### src/rtl/shift_pkg.sv
// Shared definitions for the shift sequencer and its attached shift register.
//   sr_ctrl_e   : shift_register control encoding (hold, shift right, shift left, load)
//   seq_state_e : sequencer FSM states
//   shift_code  : maps a direction bit to the matching shift control code
package shift_pkg;

    typedef enum logic [1:0] {
        CtrlHold = 2'd0,
        CtrlShr  = 2'd1,
        CtrlShl  = 2'd2,
        CtrlLoad = 2'd3
    } sr_ctrl_e;

    typedef enum logic [2:0] {
        StIdle,
        StLoad,
        StShift,
        StCollect,
        StDone
    } seq_state_e;

    // dir: 0 = right shift, 1 = left shift
    function automatic sr_ctrl_e shift_code(input logic dir);
        return dir ? CtrlShl : CtrlShr;
    endfunction

endpackage

### src/rtl/shift_sequencer.sv
// Frame sequencer for an external N-bit shift_register.
// P2S: accepts a parallel word, loads it into the register, then streams it out
//      bit by bit with ser_valid/ser_ready flow control.
// S2P: shifts N qualified serial bits into the register, then pulses out_valid
//      with the assembled word.
// Ports:
//   clk, reset              : clock, asynchronous active-high reset
//   mode, dir               : frame type and shift direction, sampled in IDLE only
//   in_valid/in_ready/in_data : parallel word handshake (P2S)
//   ser_in, ser_in_valid    : serial input (S2P)
//   ser_ready/ser_out/ser_valid : serial output handshake (P2S)
//   out_valid, out_data     : completed S2P word, one-cycle pulse
//   sr_ctrl, sr_data, sr_q  : shift_register control, data and current contents
module shift_sequencer
    import shift_pkg::*;
#(
    parameter int unsigned N = 8
) (
    input  logic         clk,
    input  logic         reset,
    input  logic         mode,
    input  logic         dir,
    input  logic         in_valid,
    input  logic [N-1:0] in_data,
    output logic         in_ready,
    input  logic         ser_in,
    input  logic         ser_in_valid,
    input  logic         ser_ready,
    output logic         ser_out,
    output logic         ser_valid,
    output logic         out_valid,
    output logic [N-1:0] out_data,
    output logic [1:0]   sr_ctrl,
    output logic [N-1:0] sr_data,
    input  logic [N-1:0] sr_q
);

    localparam int unsigned CntW = $clog2(N);
    localparam logic [CntW-1:0] CntLast = CntW'(N - 1);

    seq_state_e    state_d, state_q;
    logic [CntW-1:0] cnt_d, cnt_q;
    logic          dir_d, dir_q;
    logic [N-1:0]  word_d, word_q;

    // Mode needs no latch: it is fully encoded by which frame state was entered.
    always_comb begin
        state_d   = state_q;
        cnt_d     = cnt_q;
        dir_d     = dir_q;
        word_d    = word_q;
        in_ready  = 1'b0;
        ser_out   = 1'b0;
        ser_valid = 1'b0;
        out_valid = 1'b0;
        out_data  = '0;
        sr_ctrl   = CtrlHold;
        sr_data   = '0;

        case (state_q)
            StIdle: begin
                in_ready = ~mode;
                if (mode) begin
                    dir_d   = dir;
                    cnt_d   = '0;
                    state_d = StCollect;
                end else if (in_valid) begin
                    dir_d   = dir;
                    word_d  = in_data;
                    cnt_d   = '0;
                    state_d = StLoad;
                end
            end

            StLoad: begin
                sr_ctrl = CtrlLoad;
                sr_data = word_q;
                cnt_d   = '0;
                state_d = StShift;
            end

            StShift: begin
                // sr_data stays zero so the register fills with zeros as it drains.
                ser_valid = 1'b1;
                ser_out   = dir_q ? sr_q[N-1] : sr_q[0];
                if (ser_ready) begin
                    sr_ctrl = shift_code(dir_q);
                    if (cnt_q == CntLast) begin
                        state_d = StIdle;
                    end else begin
                        cnt_d = cnt_q + CntW'(1);
                    end
                end
            end

            StCollect: begin
                sr_data[N-1] = ser_in;
                if (ser_in_valid) begin
                    sr_ctrl = shift_code(dir_q);
                    if (cnt_q == CntLast) begin
                        state_d = StDone;
                    end else begin
                        cnt_d = cnt_q + CntW'(1);
                    end
                end
            end

            StDone: begin
                out_valid = 1'b1;
                out_data  = sr_q;
                state_d   = StIdle;
            end

            default: state_d = StIdle;
        endcase
    end

    always_ff @(posedge clk or posedge reset) begin
        if (reset) begin
            state_q <= StIdle;
            cnt_q   <= '0;
            dir_q   <= 1'b0;
            word_q  <= '0;
        end else begin
            state_q <= state_d;
            cnt_q   <= cnt_d;
            dir_q   <= dir_d;
            word_q  <= word_d;
        end
    end

endmodule

### config.mk
export PLATFORM = sky130hd
export DESIGN_NAME = shift_sequencer
export DESIGN_NICKNAME = d
export VERILOG_FILES = /design/src/rtl/shift_pkg.sv /design/src/rtl/shift_sequencer.sv
export SDC_FILE = /design/constraint.sdc
export NUM_CORES = 1
export LEC_CHECK = 0
export BUFFER_PORTS_ARGS = -buffer_cell sky130_fd_sc_hd__buf_4
export CORE_MARGIN = 2
export CORE_UTILIZATION = 40
export CTS_BUF_LIST = sky130_fd_sc_hd__clkbuf_16
export CTS_CLUSTER_DIAMETER = 50
export DETAILED_ROUTE_END_ITERATION = 7
export PLACE_DENSITY_LB_ADDON = 0.1
export SYNTH_ARGS = -nofsm -noshare
export SYNTH_HDL_FRONTEND = slang
export SYNTH_SLANG_ARGS = --single-unit
### constraint.sdc
create_clock -name clk -period 2.3 [get_ports clk]
set_input_delay 0.115 -clock clk [delete_from_list [all_inputs] [get_ports clk]]
set_output_delay 0.115 -clock clk [all_outputs]
set_load 0.1 [all_outputs]
# Word-level counts from Yosys, hierarchy flattened
# Index checks and enable logic that the tools add are counted.
[classes]
add_sub_neg = 1
eq_ne = 10
n_mux = 27
n_bitwise = 1
n_reduce_logical = 7
[op_table]
columns = ["operator", "count"]
rows = [
  ["3-bit two-way mux", 11],
  ["3-bit case mux with 4 select lines", 2],
  ["8-bit two-way mux", 1],
  ["2-bit inequality test (second input constant)", 4],
  ["1-bit two-way mux", 7],
  ["7-bit two-way mux", 1],
  ["3-bit by 2-bit equality test with 1-bit output (second input constant)", 2],
  ["3-bit equality test (second input constant)", 2],
  ["2-bit two-way mux", 3],
  ["2-bit case mux with 3 select lines", 1],
  ["5-bit AND reduction", 1],
  ["4-bit AND reduction", 1],
  ["4-bit nonzero test", 1],
  ["3-bit by 1-bit adder with 3-bit output (second input constant)", 1],
  ["3-bit by 1-bit equality test with 1-bit output (second input constant)", 1],
  ["3-bit logical NOT", 1],
  ["3-bit inequality test (second input constant)", 1],
  ["3-bit AND reduction", 1],
  ["1-bit case mux with 2 select lines", 1],
  ["2-bit AND reduction", 1],
  ["2-bit nonzero test", 1],
  ["1-bit NOT", 1],
]
[word_totals]
regBits = 15
input_bits = 24
out_inout_bits = 22
elab_cells = 50

# Logic depth before layout (Yosys ltp)
# Gate-level depths: netlist (run 1).
[logic_depth]
ltp_word = 4
mapped_depth = 5
mapped_depth_nobuf = 5

# Worst setup path before layout (run 1)
# OpenSTA, ideal clock, no wires.
[synth_timing]
path_type = "register to output"
startpoint = "reg state_q[0]"
endpoint = "out in_ready"
arrival_ns = 3.496
required_time_ns = 2.185
path_slack_ns = -1.311
path_stages_with_launch = 3
n_path_buf = 1
path_cell_list = "dfrtp_1 > clkbuf_1 > nor4_1"
[synth_via]
elab_chain_cells = 2
[synth_lines]
columns = ["item", "line_no", "source"]
rows = [
  ["start: declaration", "shift_sequencer.sv:41", "seq_state_e state_d, state_q;"],
  ["start signal: assignment", "shift_sequencer.sv:120", "state_q <= StIdle;"],
  ["start signal: assignment", "shift_sequencer.sv:125", "state_q <= state_d;"],
  ["3-bit logical NOT", "shift_sequencer.sv:60", "case (state_q)"],
  ["1-bit two-way mux", "shift_sequencer.sv:60", ""],
  ["end: declaration", "shift_sequencer.sv:25", "output logic in_ready,"],
]
# Every way passes these cells.

# Worst setup path in the final report (run 1)
[layout_timing]
startpoint = "reg state_q[1]"
endpoint = "out out_data[5]"
[layout_via]
elab_chain_cells = 2
[layout_lines]
columns = ["item", "line_no", "source"]
rows = [
  ["3-bit equality test", "shift_sequencer.sv:60", ""],
  ["8-bit two-way mux", "shift_sequencer.sv:60", ""],
  ["end: declaration", "shift_sequencer.sv:32", "output logic [N-1:0] out_data,"],
]
# Every way passes these cells.

==> out/results.ini, run 1 <==
[outcome]
status = completed

[clocking]
root_buffer = clkbuf_16
cts-resized-gates = 0
cts_tree = built
numCtsBuffers = 3
clkTransAtPathRegs_ps = 50
cts_max_level = 1
cts.sinks = 15
clk_latency_ps = 250
postCtsSetupBuffers = 0
cts_max_path_buffers = 2

[min_path]
min-delay-start = in_data[1]
hold_class = in2reg
whs_path_depth = 2
hold-path-endpoint = word_q[1]

[worst_setup_path]
reg2reg_from = cnt_q[0]
cp-end-kind = primary output
r2r_end = cnt_q[0]
cp.required_ps = 2180
start_kind = flop
critPathMaxFanout = 15
arrival_ps = 1790
rrSetupSlack_ps = 490
reg2reg_depth = 5
worstSetupPathType = reg2out

[yosys]
synth_xor_area_frac = 0
synth.distinct_cells = 26
yosys.area_share.simple = 0.257
synth_largest_area_cell = dfrtp_1
synth_area_um2 = 895
synth-seq-cells = 15
synth_edf_count = 0
synth_compound_area_frac = 0.0769
async_flop_share = 1.00
synthCells = 90
syn_area_per_cell_um2 = 9.94
synth_top_family_by_area = simple AND/OR/NAND/NOR gates
yosys_warnings = 0
synth-adder-area-share = 0.0280
synth_flop_cell = dfrtp_1
synth_top_area_share = 0.420
seq_area_frac_synth = 0.420
synth.area.mux_share = 0.182
synth_nets = 116
synth_area_leaders = dfrtp_1, mux2_2, and2_1

[routing]
wl_per_cell_um = 12.3
avgViaCountPerCell = 4.98
drt_iter0_markers = 2
drcViolationCount = 0
vias = 822
drtAntennaViolNets = 0
drt_wl_total_um = 2030
drtPass1Iterations = 4

[place]
dp_hpwl_um = 1550
gp_congestion = 0.744
dpl_worst_slack_ps = 481
io_buffers = 45
place_area_um2 = 1280

[floorplanning]
core_um2 = 2170
start_util = 0.412
pin_count = 46
floorplan.rows = 17
die-area_um2 = 2630
fp.dieW_um = 51.3
chipHeight_um = 51.3

[cells_and_area]
final_cell_mix = buf_4, dfrtp_1, mux2_2
postLayoutCellArea_um2 = 1370
multi_input_area_um2 = 507
syn_to_final_growth_pct = 52.9
final_layout_size_suffix_gt1_frac = 0.482
finalNetCount = 164
seq_area_um2 = 375
layout_commonest_cell = buf_4
n_antenna_cell = 0
nFillCells = 196

[global_routing]
grt_pass1_vias = 755
grt_use_met1 = 0.190
grt_start_max_net_pins = 20
grt_util_met3 = 0.0497
grt-ovfl-total = 0
grt_use_total = 0.167
antenna_found_initial = 0
grt.busiest_layer = met2
grt_pass1_wl_um = 3220
use_met2 = 0.273

[timing]
tns_ps = 0
final_hold_viol_count = 0
relSlewSlack = 0.622
fin_ws_ps = 393
fin_worst_skew_ps = 2.59
finalSetupViolCount = 0
grt_setup_unrepaired = no
min_period_over_period = 0.829
timing.final.max_slew_violations = 0
worst_pin_slew_ps = 566
fmax_ghz = 0.524
min_period_ps = 1910

[pwr]
p_clk_frac = 0.197
switchingPower_mw = 0.799
power_density_nw_per_um2 = 1260
peakVddDrop_v = 0.000810
pwr-share-seq = 0.293
finalPower_mw = 1.72
power.internal_mw = 0.921
share_comb_of_total_power = 0.511
switching_share = 0.464
p_leak_nw = 0.744

[run]
max_cap_viol_count = 0

[metrics by stage]
step | util | std cells | hold WS, ps
finish | 0.630 | 165 | 98.5
global route | 0.630 | 165 | 92.4
CTS | 0.630 | 165 | 95.1
detailed placement | 0.589 | 160 | 216
global placement | 0.589 | 160 | 217
floorplan | - | 90 | 16.5
[worst max path at each step]
| stage | from | endpoint | slack [ps] | cells past startpoint |
|---|---|---|---|---|
| after floorplan | state_q[0] | in_ready | -150 | 2 |
| after global placement | cnt_q[0] | cnt_q[0] | 540 | 5 |
| after detailed placement | cnt_q[0] | cnt_q[0] | 480 | 5 |
| after CTS | state_q[1] | out_data[0] | 390 | 3 |
| after global routing | state_q[1] | out_data[3] | 300 | 3 |
| final | state_q[1] | out_data[5] | 390 | 3 |
[power by group through the flow]
stage          registers, mW  clock network, mW  logic (mW)
3_5_place_dp           0.507                  0       0.889
4_1_cts                0.503              0.349       0.890
5_1_grt                0.523              0.364       0.933
2_1_floorplan          0.445                  0       0.759
6_report               0.503              0.338       0.879
3_3_place_gp           0.500                  0       0.864
[cell type report]
type / count / area share
repair buffers: 47 / 0.260
well taps: 28 / 0.0256
clock inverters: 1 / 0.00366
clock buffers: 3 / 0.0549
inverters: 4 / 0.0110
flip-flops and latches: 15 / 0.274
multi-input cells: 67 / 0.371
[cell families after synthesis]
| group | count (synthesis) |
|---|---|
| adder cells (fa/ha/maj) | 2 |
| AO/OA/AOI/OAI | 10 |
| flip-flops | 15 |
| AND/OR/NAND/NOR | 40 |
| buffers and inverters | 8 |
| multiplexers | 15 |
[critical path, cell delays in order (launching register included)]
cell	delay, ps
dfrtp_1	550
nor2_1	480
and3_1	230
buf_4	290
[sequential cells by signal, summed over array words and instances, names as in the netlist]
register / count
dir_q: 1
cnt_q: 3
state_q: 3
word_q: 8
[synthesized netlist by cell type, types with 3 or more instances]
cell,instances
dfrtp_1,15
mux2_2,9
and2_1,8
and3_1,8
mux2i_1,5
nor2_1,5
inv_1,4
nand2_1,4
o21ai_0,4
nor2b_1,3
nor3_1,3
[metal layers]
metal  part of all wire  up-vias
li1                   -      411
met1               0.42      370
met2               0.47       36
met3              0.081        5
met4              0.023        0
met5                  0        -
[what timing repair did]
| item | 4_1_cts | 5_1_grt |
|---|---|---|
| setup endpoints to repair | 0 | 0 |
| hold buffers | 1 | 0 |
| hold endpoints to repair | 15 | 0 |
(Power assumes the default switching activity.)
==> run 2: changes to the inputs <==
ABC_AREA = 1   (was unset)
clock period = 1.98 ns   (was 2.3 ns; I/O delays follow)
==> out/results.ini, run 2 <==
[timing]
timing.final.max_slew_violations = 0  ; unchanged
fmax_ghz = 0.537
grt_setup_unrepaired = no
fin_ws_ps = 119  ; -274 ps
relSlewSlack = 0.560  ; -0.0623
min_period_ps = 1860
min_period_over_period = 0.940
finalSetupViolCount = 0  ; unchanged
fin_worst_skew_ps = 4.49  ; +1.90 ps
final_hold_viol_count = 0  ; unchanged
worst_pin_slew_ps = 659  ; +93.3 ps
whs_ps = 98.8  ; +0.257 ps

[global_routing]
grt_start_max_net_pins = 17  ; -15%
grt_use_total = 0.191  ; +0.0236
grt_pass1_wl_um = 3820  ; +19%
grt_pass1_vias = 893  ; +18%
grt-ovfl-total = 0  ; unchanged
antenna_found_initial = 0  ; unchanged

[cells_and_area]
final_cell_mix = buf_4, inv_1, nand2_1
multi_input_area_um2 = 572  ; +13%
layout_commonest_cell = buf_4
fin_util = 0.685  ; +0.0545
nFillCells = 200  ; +2.0%
syn_to_final_growth_pct = 58.6
regMostFlops = word_q
postLayoutCellArea_um2 = 1540  ; +13%
top_regs = word_q x8, cnt_q x3, state_q x3
seq_area_um2 = 378  ; +0.67%
finalNetCount = 210  ; +28%
final_layout_size_suffix_gt1_frac = 0.486  ; +0.00459
largest_register_ffs = 8  ; unchanged
n_antenna_cell = 0  ; unchanged

[place]
dp_hpwl_um = 1840  ; +18%
dpl_worst_slack_ps = 276  ; -204 ps
io_buffers = 45  ; unchanged
gp_congestion = 0.872  ; +17%
place_area_um2 = 1450  ; +13%

[min_path]
min-delay-start = in_data[6]
hold_class = in2reg

[routing]
drcViolationCount = 0  ; unchanged
wl_per_cell_um = 11.1  ; -9.4%
drtPass1Iterations = 4  ; unchanged
avgViaCountPerCell = 4.65  ; -6.6%
drt_iter0_markers = 15  ; +13
drtAntennaViolNets = 0  ; unchanged
vias = 982  ; +19%
drt_wl_total_um = 2350  ; +16%

[clocking]
root_buffer = clkbuf_16
clk_latency_ps = 250  ; about the same
cts_max_level = 1  ; unchanged
cts_max_path_buffers = 2  ; unchanged
cts_tree = built
cts.sinks = 15  ; unchanged
clkTransAtPathRegs_ps = 50  ; about the same
numCtsBuffers = 3  ; unchanged

[pwr]
p_leak_nw = 0.837  ; +13%
power_density_nw_per_um2 = 1540  ; +23%
peakVddDrop_v = 0.00102  ; +26%

[run]
max_cap_viol_count = 0  ; unchanged

[yosys]
synth_flop_cell = dfrtp_1
synth_largest_area_cell = dfrtp_1
synth_area_leaders = dfrtp_1, inv_1, nor2_1
synth_common_cells = inv_1, nor2_1, nand2_1
synth_area_um2 = 973  ; +8.8%
synth.most_common_cell = inv_1
synth_edf_count = 0  ; unchanged
synthCells = 135  ; +50%
yosys_warnings = 0  ; unchanged
async_flop_share = 1.00  ; unchanged
syn_area_per_cell_um2 = 7.21  ; -27%
synth.distinct_cells = 22  ; -15%
synth-seq-cells = 15  ; unchanged
synth_top_area_share = 0.386  ; -0.0340
synth_nets = 161  ; +39%
seq_area_frac_synth = 0.386  ; -0.0340

[worst_setup_path]
critPathMaxFanout = 7  ; -8
cp-end-kind = primary output
cp.required_ps = 1880  ; -300 ps
reg2reg_from = cnt_q[0]
start_kind = flop
worstSetupPathType = reg2out
crit_start = state_q[2]
arrival_ps = 1760  ; -30 ps

[outcome]
status = completed

[floorplanning]
fp.dieW_um = 53.3  ; +4.0%
die-area_um2 = 2840  ; +8.1%
chipHeight_um = 53.3  ; +4.0%
core_um2 = 2250  ; +3.9%
floorplan.rows = 17  ; unchanged
start_util = 0.432  ; +0.0194
pin_count = 46  ; unchanged

==> run 2: critical path, stage by stage (launching register included) <==
cell and delay [ps]:
dfrtp_1 470, nor2_1 290, inv_2 140, nor2_4 140
nand3_1 120, nand3_4 70, buf_4 290
==> run 2: path summary, 6_finish.rpt <==
kind / end / slack (ps) / cells after the start
max: sr_ctrl[1] / 120 / 6
max reg2reg: cnt_q[1] / 520 / 6
min reg2reg: word_q[2] / 480 / 2
min in group asynchronous: word_q[4] / 470 / 3
min: word_q[6] / 100 / 3
max in group asynchronous: state_q[1] / 1100 / 3
==> run 2: area by class of cell <==
cell class | instances | share of cell area
multi-input cells | 83 | 0.370
flip-flops and latches | 15 | 0.245
repair buffers | 46 | 0.225
inverters | 35 | 0.0851
clock buffers | 3 | 0.0486
well taps | 28 | 0.0227
clock inverters | 1 | 0.00324
==> run 2: logic make-up after synthesis <==
kind of cell    after synthesis  share of synthesized area
fa+ha+maj                     2                     0.0257
flops                        15                      0.386
simple gates                 63                      0.302
compound gates               18                      0.129
buf+inv                      37                      0.158
==> run 2: power by group <==
group	switching [mW]	internal (mW)
clock network	0.128	0.270
registers	0.131	0.429
logic	1.04	0.379
total	1.30	1.08
==> run 2: routing by layer <==
layer | track usage | routed length, um | vias up
li1 | - | - | 505
met1 | 0.208 | 989 | 445
met2 | 0.335 | 1190 | 27
met3 | 0.0480 | 124 | 5
met4 | 0.0983 | 47 | 0
met5 | 0 | 0 | -
==> run 2: timing repair <==
action                                  in CTS  in global routing
hold endpoints to repair                    15                  0
hold buffers                                 1                  0
buffers inserted                             0                  0
gates resized for setup                      0                  3
endpoints found under the setup margin       0                 17
==> run 2: per-stage QoR <==
stage / power (mW) / std cells / setup TNS, ps
6_report: 2.38 / 211 / 0
5_1_grt: 2.54 / 211 / 0
4_1_cts: 2.38 / 211 / 0
3_5_place_dp: 1.97 / 206 / 0
3_3_place_gp: 1.94 / 206 / 0
2_1_floorplan: 1.71 / 135 / -5630
